--- config.mk ---
export PLATFORM = sky130hd
export DESIGN_NAME = trace_collector
export DESIGN_NICKNAME = d
export VERILOG_FILES = /design/src/rtl/trace_collector.sv
export SDC_FILE = /design/constraint.sdc
export NUM_CORES = 2
export LEC_CHECK = 0
export CELL_PAD_IN_SITES_DETAIL_PLACEMENT = 1
export CELL_PAD_IN_SITES_GLOBAL_PLACEMENT = 1
export CORE_AREA = 8 8 318 320
export DETAILED_ROUTE_END_ITERATION = 6
export DIE_AREA = 0 0 326 328
export HOLD_SLACK_MARGIN = 0.12
export PLACE_DENSITY_LB_ADDON = 0.3
export SYNTH_ARGS = -nofsm -noshare
export SYNTH_HDL_FRONTEND = slang
export SYNTH_SLANG_ARGS = --single-unit
--- constraint.sdc ---
create_clock -name clk -period 5.21 [get_ports clk]
set_input_delay 1.563 -clock clk [delete_from_list [all_inputs] [get_ports clk]]
set_output_delay 1.563 -clock clk [all_outputs]
set_load 0.01 [all_outputs]
--- src/rtl/trace_collector.sv ---
// Commit-trace collector: captures register/memory writes into a record FIFO and streams them
// as 32-bit words. Define TRACE_TIMESTAMP_EN to add a cycle-stamp word to every record.
module trace_collector #(
    parameter int unsigned DEPTH = 8,
    parameter int unsigned CNT_W = 16
) (
    input  logic                     clk,
    input  logic                     reset,
    input  logic                     trace_en,
    input  logic [31:0]              pc,
    input  logic                     RegWrite,
    input  logic [4:0]               RegAddr,
    input  logic [31:0]              RegData,
    input  logic                     MemWrite,
    input  logic [31:0]              MemAddr,
    input  logic [31:0]              MemData,
    output logic                     out_valid,
    input  logic                     out_ready,
    output logic [31:0]              out_data,
    output logic                     out_last,
    output logic [CNT_W-1:0]         drop_cnt,
    output logic [$clog2(DEPTH):0]   fifo_count
);

    localparam int unsigned AW = $clog2(DEPTH);

    typedef struct packed {
        logic        is_mem;
        logic [4:0]  addr;
        logic [31:0] pc;
        logic [31:0] d2;
        logic [31:0] d3;
`ifdef TRACE_TIMESTAMP_EN
        logic [31:0] ts;
`endif
    } rec_t;

    typedef enum logic [2:0] {
        StIdle,
        StHdr,
`ifdef TRACE_TIMESTAMP_EN
        StTs,
`endif
        StPc,
        StW2,
        StW3
    } state_t;

    state_t            state_q, state_d;
    rec_t              mem_q [DEPTH];
    rec_t              rec_q;
    rec_t              reg_rec, mem_rec, first_rec;
    logic [AW-1:0]     wr_ptr_q, rd_ptr_q, wr_ptr_nxt;
    logic [AW:0]       count_q, free_slots;
    logic [CNT_W-1:0]  drop_q;
    logic [CNT_W:0]    drop_sum;
    logic              reg_ev, mem_ev, fits, deq;
    logic [1:0]        need, enq_n, drop_n;
    logic [31:0]       hdr;
`ifdef TRACE_TIMESTAMP_EN
    logic [31:0]       ts_q;
`endif

    always_comb begin
        reg_ev     = trace_en && RegWrite && (RegAddr != 5'd0);
        mem_ev     = trace_en && MemWrite;
        need       = {1'b0, reg_ev} + {1'b0, mem_ev};
        // Space is judged on the count at the start of the cycle; a same-cycle pop does not help.
        free_slots = (AW + 1)'(DEPTH) - count_q;
        fits       = (AW + 1)'(need) <= free_slots;
        enq_n      = fits ? need : 2'd0;
        drop_n     = fits ? 2'd0 : need;
        deq        = (state_q == StIdle) && (count_q != '0);
        wr_ptr_nxt = wr_ptr_q + AW'(1);
        drop_sum   = {1'b0, drop_q} + (CNT_W + 1)'(drop_n);

        reg_rec        = '0;
        reg_rec.is_mem = 1'b0;
        reg_rec.addr   = RegAddr;
        reg_rec.pc     = pc;
        reg_rec.d2     = RegData;
        mem_rec        = '0;
        mem_rec.is_mem = 1'b1;
        mem_rec.pc     = pc;
        mem_rec.d2     = MemAddr;
        mem_rec.d3     = MemData;
`ifdef TRACE_TIMESTAMP_EN
        reg_rec.ts     = ts_q;
        mem_rec.ts     = ts_q;
`endif
        first_rec      = reg_ev ? reg_rec : mem_rec;
    end

    // Record storage needs no reset: the pointers alone define what is valid.
    always_ff @(posedge clk) begin
        if (enq_n != 2'd0) begin
            mem_q[wr_ptr_q] <= first_rec;
            if (enq_n == 2'd2) begin
                mem_q[wr_ptr_nxt] <= mem_rec;
            end
        end
    end

    always_ff @(posedge clk) begin
        if (reset) begin
            state_q  <= StIdle;
            rec_q    <= '0;
            wr_ptr_q <= '0;
            rd_ptr_q <= '0;
            count_q  <= '0;
            drop_q   <= '0;
        end else begin
            state_q  <= state_d;
            wr_ptr_q <= wr_ptr_q + AW'(enq_n);
            count_q  <= count_q + (AW + 1)'(enq_n) - (AW + 1)'(deq);
            drop_q   <= drop_sum[CNT_W] ? '1 : drop_sum[CNT_W-1:0];
            if (deq) begin
                rec_q    <= mem_q[rd_ptr_q];
                rd_ptr_q <= rd_ptr_q + AW'(1);
            end
        end
    end

`ifdef TRACE_TIMESTAMP_EN
    always_ff @(posedge clk) begin
        if (reset) begin
            ts_q <= '0;
        end else begin
            ts_q <= ts_q + 32'd1;
        end
    end
`endif

    // Outside IDLE the word is always valid, so a handshake is just out_ready.
    always_comb begin
        state_d = state_q;
        unique case (state_q)
            StIdle: if (count_q != '0) state_d = StHdr;
            StHdr: begin
                if (out_ready) begin
`ifdef TRACE_TIMESTAMP_EN
                    state_d = StTs;
`else
                    state_d = StPc;
`endif
                end
            end
`ifdef TRACE_TIMESTAMP_EN
            StTs:   if (out_ready) state_d = StPc;
`endif
            StPc:   if (out_ready) state_d = StW2;
            StW2:   if (out_ready) state_d = rec_q.is_mem ? StW3 : StIdle;
            StW3:   if (out_ready) state_d = StIdle;
            default: state_d = StIdle;
        endcase
    end

    always_comb begin
        hdr = rec_q.is_mem ? 32'h8000_0000 : {2'b01, 25'b0, rec_q.addr};
`ifdef TRACE_TIMESTAMP_EN
        hdr[29] = 1'b1;
`endif
        out_valid = (state_q != StIdle);
        out_last  = 1'b0;
        out_data  = 32'h0;
        unique case (state_q)
            StHdr: out_data = hdr;
`ifdef TRACE_TIMESTAMP_EN
            StTs:  out_data = rec_q.ts;
`endif
            StPc:  out_data = rec_q.pc;
            StW2: begin
                out_data = rec_q.d2;
                out_last = !rec_q.is_mem;
            end
            StW3: begin
                out_data = rec_q.d3;
                out_last = 1'b1;
            end
            default: out_data = 32'h0;
        endcase
    end

    assign drop_cnt   = drop_q;
    assign fifo_count = count_q;

endmodule
# --- Word-level counts from Yosys, hierarchy flattened ---
# Memory sizes are Yosys's and may differ from the RTL's. A register that Yosys moved wholly into a read port is not among the register bits.
# Cells that the tools add are included.
# W data, S select, Z words.
totals:
  word_cells: 55
  regBits: 29
  memories: 1
  ramBits: 816
  in_bits: 139
memory_table:
  columns: ["name", "words", "width", "read_ports", "rd_clocked_by_memory_dff", "write_ports", "line", "text"]
  rows:
  - ["mem_q", 8, 102, 1, 1, 2, "50", "rec_t mem_q [DEPTH];"]
op_classes:
  reduce_logical: 11
  magnitude_cmp: 1
  addsub: 8
  eq_ne: 10
  mux: 19
op_table:
  columns: ["operator", "count"]
  rows:
  - ["$pmux W32 S4", 1]
  - ["$mux W102", 1]
  - ["$mux W32", 1]
  - ["$mux W3", 6]
  - ["$add A16 B2 Y17", 1]
  - ["$mux W16", 1]
  - ["$pmux W3 S5", 1]
  - ["$ne A2 B2 Y1 const B", 4]
  - ["$add A3 B1 Y3 const B", 2]
  - ["$eq A3 B2 Y1 const B", 2]
  - ["$mux W1", 5]
  - ["$reduce_and A5 Y1", 1]
  - ["$reduce_bool A5 Y1", 1]
  - ["$add A4 B2 Y4", 1]
  - ["$le A2 B4 Y1", 1]
  - ["$logic_and A1 B1 Y1", 4]
  - ["$mux W2", 2]
  - ["$reduce_bool A4 Y1", 1]
  - ["$sub A4 B1 Y4", 1]
  - ["$sub A4 B4 Y4 const A", 1]
  - ["$add A3 B2 Y3", 1]
  - ["$eq A3 B1 Y1 const B", 1]
  - ["$eq A3 B3 Y1 const B", 1]
  - ["$logic_not A3 Y1", 1]
  - ["other kinds (7)", 7]

# --- Longest topological paths before layout ---
logic_depth:
  depth_word: 9
  depth_mapped: 19
  mapped_depth_nobuf: 17

# --- Least setup slack after synthesis ---
# OpenSTA, ideal clock, no wires.
synth_timing:
  path_type: "input -> register"
  start: "input port RegAddr[1]"
  end: "register drop_q[1] (netlist: drop_cnt[1])"
  required_ns: 5.138
  setup_time_ns: 0.072
  setup_slack_ns: -0.082
  stages: 19
  arrival_ns: 5.220
  path_buffers: 2
  path_cell_list: "nor4_1 > a21o_2 > inv_2 > ha_1 > buf_6 > inv_1 > ha_1 > nand2_1 > o211a_1 > nand2_1 > clkbuf_1 > nor2_1 > ha_1 > inv_1 > fa_1 > nand2b_1 > nor4_2 > nand2_1 > a21oi_1"
synth_via:
  elab_chain_len: 7
synth_rtl:
  columns: ["element", "line", "text"]
  rows:
  - ["start, declared", "12", "input logic [4:0] RegAddr,"]
  - ["$reduce_bool A5 Y1 *", "65", "reg_ev = trace_en && RegWrite && (RegAddr != 5'd0);"]
  - ["$logic_and A1 B1 Y1 *", "65", null]
  - ["$add A1 B1 Y2 *", "67", "need = {1'b0, reg_ev} + {1'b0, mem_ev};"]
  - ["$le A2 B4 Y1", "70", "fits = (AW + 1)'(need) <= free_slots;"]
  - ["$mux W2 *", "72", "drop_n = fits ? 2'd0 : need;"]
  - ["$add A16 B2 Y17 *", "75", "drop_sum = {1'b0, drop_q} + (CNT_W + 1)'(drop_n);"]
  - ["$mux W16 *", "116", "drop_q <= drop_sum[CNT_W] ? '1 : drop_sum[CNT_W-1:0];"]
  - ["end signal, assigned", "116", null]
  - ["end, declared", "55", "logic [CNT_W-1:0] drop_q;"]
# Mark *: on every way between the ends. The rest lies on a longest branch, timed or not.
# A chain may end at the register's enable or synchronous reset.

# --- Worst setup path in the final report ---
layout_timing:
  start: "register state_q[0]"
  end: "output port out_data[10]"
layout_via:
  elab_chain_len: 2
  elab_cells_between_ends: 5
  classes_between: "4 x eq/ne; 1 x mux"
layout_rtl:
  columns: ["element", "line", "text"]
  rows:
  - ["start, declared", "49", "state_t state_q, state_d;"]
  - ["start signal, assigned", "106", "state_q <= StIdle;"]
  - ["start signal, assigned", "113", "state_q <= state_d;"]
  - ["$eq A3 B3 Y1, or another cell as far along", "166", "unique case (state_q)"]
  - ["$pmux W32 S4 *", "166", null]
  - ["end, declared", "19", "output logic [31:0] out_data,"]
# Marks and branches as above.

==> reports/results.env <==
FLOW.AREA_GROWTH_FROM_SYNTHESIS_PCT=20.6
POWER-PER-CELL-AREA_nW_PER_UM2=488
DRCVIOLATIONCOUNT=0
DIEWIDTH_UM=326
GRT_START_MAX_NET_PINS=208
CAP_VIOL_MAX_COUNT=0
CELL_TOTAL_AFTER_PLACEMENT=4502
POWER.CLOCK.FRACTION_PCT=27.7
GRT_ANTENNA_BEFORE_REPAIR=3
WL_PER_CELL_UM=30.4
CLOCK_TREE_FROM_TRITONCTS='done'
WORSTPATHARRIVAL_NS=3.45
STARTING_DENSITY_OF_THE_CORE_PCT=45.5
SYN_AREA_PER_CELL_UM2=14.1
CTS_HTREE_LEVELS=3
PEAKVDDDROP_V=0.000709
POWER.SHARE.COMBINATIONAL_PCT=33.0
TIMING.SETUP.TNS_NS=0
SYNTH-SEQ-AREA-SHARE_PCT=61.0
FINAL-MAX-SLEW-VIOLATION-COUNT=0
PATH_MAX_FANOUT=18
FINALNETCOUNT=3487
CRITPATHREQUIREDTIME_NS=3.65
POWER.INTERNAL_mW=17.0
WORSTSETUPSTARTPOINTTYPE='flop'
GRT_PASS1_VIAS=32000
RELSLEWSLACK_PCT=24.5
NUMBER_OF_FILLERS_IN_THE_FINAL_LAYOUT=9073
TIGHTESTPINTRANSITION_NS=1.13
STATIC-LEAKAGE-POWER_nW=18.3
TIMING.FMAX_MHz=199
GR-USAGE-ALL-LAYERS_PCT=26.0
CTS-ROOT-BUF='sky130_fd_sc_hd__clkbuf_16'
DIE-HEIGHT_UM=328
SYNTH-MAIN-FF-CELL='sky130_fd_sc_hd__edfxtp_1'
ROUTED_WIRELENGTH_MM=143
YS_WARN_COUNT=0
MIN-DELAY-PATH-CLASS='reg -> reg'
GRT_OVERFLOW=0
DIE-AREA_UM2=107000
FLOORPLAN.IO_PINS=193
RUN_STATUS='completed'
TIMING_HOLD_VIOLATIONS_FINAL=0
YOSYS_REGISTER_BITS=947
PLACE_HPWL_MM=90.8
FINAL_UTIL_PCT=54.9
CTS_INSERTED_BUFFERS=101
CLOCKBUFFERDEPTH=3
NUMBER_OF_DRC_MARKERS_AFTER_THE_INITIAL_DETAILED_ROUTE_ITERATION=3243
DETAIL-ROUTE-ANTENNA-NETS=0
PERIOD_SHARE_PCT=96.3
ROUTE.DETAILED.VIAS_PER_INST=6.41
GRT_SETUP_UNREPAIRED='false'
FINALWEIGHTEDCONGESTION=0.921
CORE_AREA_UM2=96000
CLKLATENCYLATEPIN_NS=0.69
SETUP_VIOL_COUNT_FINAL=0
TIMING.SETUP.CRITICAL_PATH_CLASS='reg -> out'
SYN_AREA_UM2=43700
SEQ_POWER_SHARE_PCT=39.3
MAPPEDNETLISTNETS=3251
CTS_SINKS=947
GRT_FIRST_PASS_WIRELENGTH_MM=210
ROWS=114
DRT_PASS1_ITERATIONS=5
WORST_SETUP_HOLD_PATH_CLK_SLEW_NS=0.06
YS_TYPES=72
CRITPATHCAPTURETYPE='primary output'
LAYOUT-DRIVE-GT1-SHARE_PCT=19.1
PORT-BUFFER-COUNT=192
LAYOUT.CELLS.NON_FILLER=4695
CTS_HOLD_BUF=0
DETAILROUTE.VIA_COUNT=30100
NETSWITCHINGFRACTION_PCT=34.1
ASYNC_FLOP_SHARE_PCT=0
SWITCHINGPOWER_mW=8.79
NUMBER_OF_SYNTHESIZED_FLOPS_WITH_AN_ENABLE_PIN=768
SKEW_NS=0.0251
FINALWORSTPATHREQUIREDPERIOD_NS=5.02
INSTANCE_COUNT_OF_THE_MAPPED_NETLIST=3094
[routing by layer]
| layer | part of all wire [%] | global-route usage, % | vias to the layer above |
|---|---|---|---|
| met5 | 0 | 0 | - |
| met1 | 39 | 33.0 | 15600 |
| met4 | 4.5 | 11.3 | 0 |
| li1 | - | - | 12800 |
| met2 | 49 | 43.3 | 1370 |
| met3 | 7.8 | 4.98 | 312 |
[layout make-up]
| cell class | count | area, um2 | area share (%) |
|---|---|---|---|
| diodes | 2 | 5.00 | 0.00949 |
| clock buffers | 148 | 2860 | 5.42 |
| clock inverters | 42 | 410 | 0.778 |
| inverters | 58 | 218 | 0.413 |
| multi-input cells | 1783 | 15800 | 30.0 |
| flip-flops and latches | 947 | 26700 | 50.6 |
| well taps | 1276 | 1600 | 3.03 |
| repair buffers | 439 | 5160 | 9.79 |
[kinds of logic (layout without fill, tap and decap cells)]
| family | Yosys count | after routing | synth area share (%) |
|---|---|---|---|
| xor gates and xnor gates | 17 | 17 | 0.358 |
| muxes | 337 | 337 | 13.6 |
| DFF | 947 | 947 | 61.0 |
| other | 0 | 2 | 0 |
| and+or+nand+nor | 863 | 863 | 11.1 |
| adders and majority gates | 18 | 18 | 0.567 |
| buffers and inverters | 364 | 687 | 3.50 |
| AOI/OAI and AO/OA | 548 | 548 | 9.97 |
[worst paths after layout]
kind | slack, ns | start | to | cells past startpoint
max reg2reg | 1.45 | fifo_count[0]$_SDFF_PP0_ | drop_cnt[14]$_SDFF_PP0_ | 18
max | 0.19 | state_q[0]$_SDFFE_PP0P_ | out_data[10] | 6
min reg2reg | 0.49 | mem_q[3][101]$_SDFFE_PP1N_ | mem_q[3][101]$_SDFFE_PP1N_ | 1
min | 0.49 | mem_q[3][101]$_SDFFE_PP1N_ | mem_q[3][101]$_SDFFE_PP1N_ | 1
[layout by cell type (no fill, tap or decap), types with 8 or more instances in the layout]
master	instances
sky130_fd_sc_hd__nand2b_1	36
sky130_fd_sc_hd__o32ai_1	256
sky130_fd_sc_hd__a211oi_1	105
sky130_fd_sc_hd__and2_1	265
sky130_fd_sc_hd__o21ai_0	31
sky130_fd_sc_hd__buf_4	134
sky130_fd_sc_hd__a21oi_1	15
sky130_fd_sc_hd__ha_1	15
sky130_fd_sc_hd__clkdlybuf4s50_1	191
sky130_fd_sc_hd__o21ai_1	33
sky130_fd_sc_hd__buf_12	110
sky130_fd_sc_hd__a22oi_1	8
sky130_fd_sc_hd__inv_1	57
sky130_fd_sc_hd__clkinv_2	13
sky130_fd_sc_hd__nor3_1	10
sky130_fd_sc_hd__nand3_1	45
sky130_fd_sc_hd__xor2_1	8
sky130_fd_sc_hd__clkbuf_16	102
sky130_fd_sc_hd__clkbuf_1	32
sky130_fd_sc_hd__mux2i_1	132
sky130_fd_sc_hd__nand2_1	86
sky130_fd_sc_hd__nor2_1	130
sky130_fd_sc_hd__clkinv_1	11
sky130_fd_sc_hd__edfxtp_1	768
sky130_fd_sc_hd__clkbuf_8	13
sky130_fd_sc_hd__mux4_2	204
sky130_fd_sc_hd__dfxtp_1	174
sky130_fd_sc_hd__o221ai_1	35
sky130_fd_sc_hd__and3_1	261
[registers in the layout, indices dropped and copies added (netlist names)]
name        flops
drop_cnt       16
state_q         3
rd_ptr_q        3
fifo_count      4
rec_q         102
mem_q         816
wr_ptr_q        3
[synth_stat cells (20+ instances only)]
master                     number  share of area [%]
sky130_fd_sc_hd__a211oi_1     105                1.8
sky130_fd_sc_hd__a21oi_1       20               0.23
sky130_fd_sc_hd__and2_1       265                3.8
sky130_fd_sc_hd__and3_1       261                3.7
sky130_fd_sc_hd__buf_1         28               0.24
sky130_fd_sc_hd__buf_2         63               0.72
sky130_fd_sc_hd__clkbuf_1     199                1.7
sky130_fd_sc_hd__dfxtp_1      179                8.2
sky130_fd_sc_hd__edfxtp_1     768                 53
sky130_fd_sc_hd__inv_1         57               0.49
sky130_fd_sc_hd__mux2i_1      132                3.0
sky130_fd_sc_hd__mux4_2       204                 11
sky130_fd_sc_hd__nand2_1       87               0.75
sky130_fd_sc_hd__nand2b_1      37               0.53
sky130_fd_sc_hd__nand3_1       45               0.52
sky130_fd_sc_hd__nor2_1       130                1.1
sky130_fd_sc_hd__o21ai_0       33               0.38
sky130_fd_sc_hd__o21ai_1       35               0.40
sky130_fd_sc_hd__o221ai_1      35               0.70
sky130_fd_sc_hd__o32ai_1      256                5.1
[timing repair]
| item | CTS | global route |
|---|---|---|
| setup buffers | 0 | 1 |
| pin swaps | 0 | 3 |
| resized for setup | 1 | 10 |
| setup endpoints to repair | 97 | 235 |
[per-stage QoR]
| stage | hold slack (ns) | power (mW) | setup WS [ns] | instance area, um2 |
|---|---|---|---|---|
| after floorplan | 0.441 | 15.0 | 0.00298 | 43700 |
| after CTS | 0.496 | 25.8 | 0.0205 | 52700 |
| after global routing | 0.503 | 26.7 | 0.0146 | 52700 |
| final | 0.495 | 25.8 | 0.194 | 52700 |
| after detailed placement | 0.484 | 18.6 | -0.791 | 49400 |
| after global placement | 0.474 | 18.3 | -0.540 | 49400 |
[power groups by stage]
stage	combinational (mW)	sequential [mW]	clock [mW]
3_3_place_gp	8.11	10.2	0
6_report	8.50	10.1	7.14
4_1_cts	8.46	10.1	7.24
3_5_place_dp	8.38	10.3	0
2_1_floorplan	5.29	9.73	0
5_1_grt	8.98	10.2	7.49
[critical path, cell delays in order, from the launching register on]
cell	delay, ns
sky130_fd_sc_hd__dfxtp_2	0.46
sky130_fd_sc_hd__nor2b_1	0.44
sky130_fd_sc_hd__nor2b_2	0.46
sky130_fd_sc_hd__buf_4	0.34
sky130_fd_sc_hd__nand2_1	0.21
sky130_fd_sc_hd__o21ai_0	0.23
sky130_fd_sc_hd__clkdlybuf4s50_1	0.63
No activity file was read; power rests on OpenSTA's default activity.
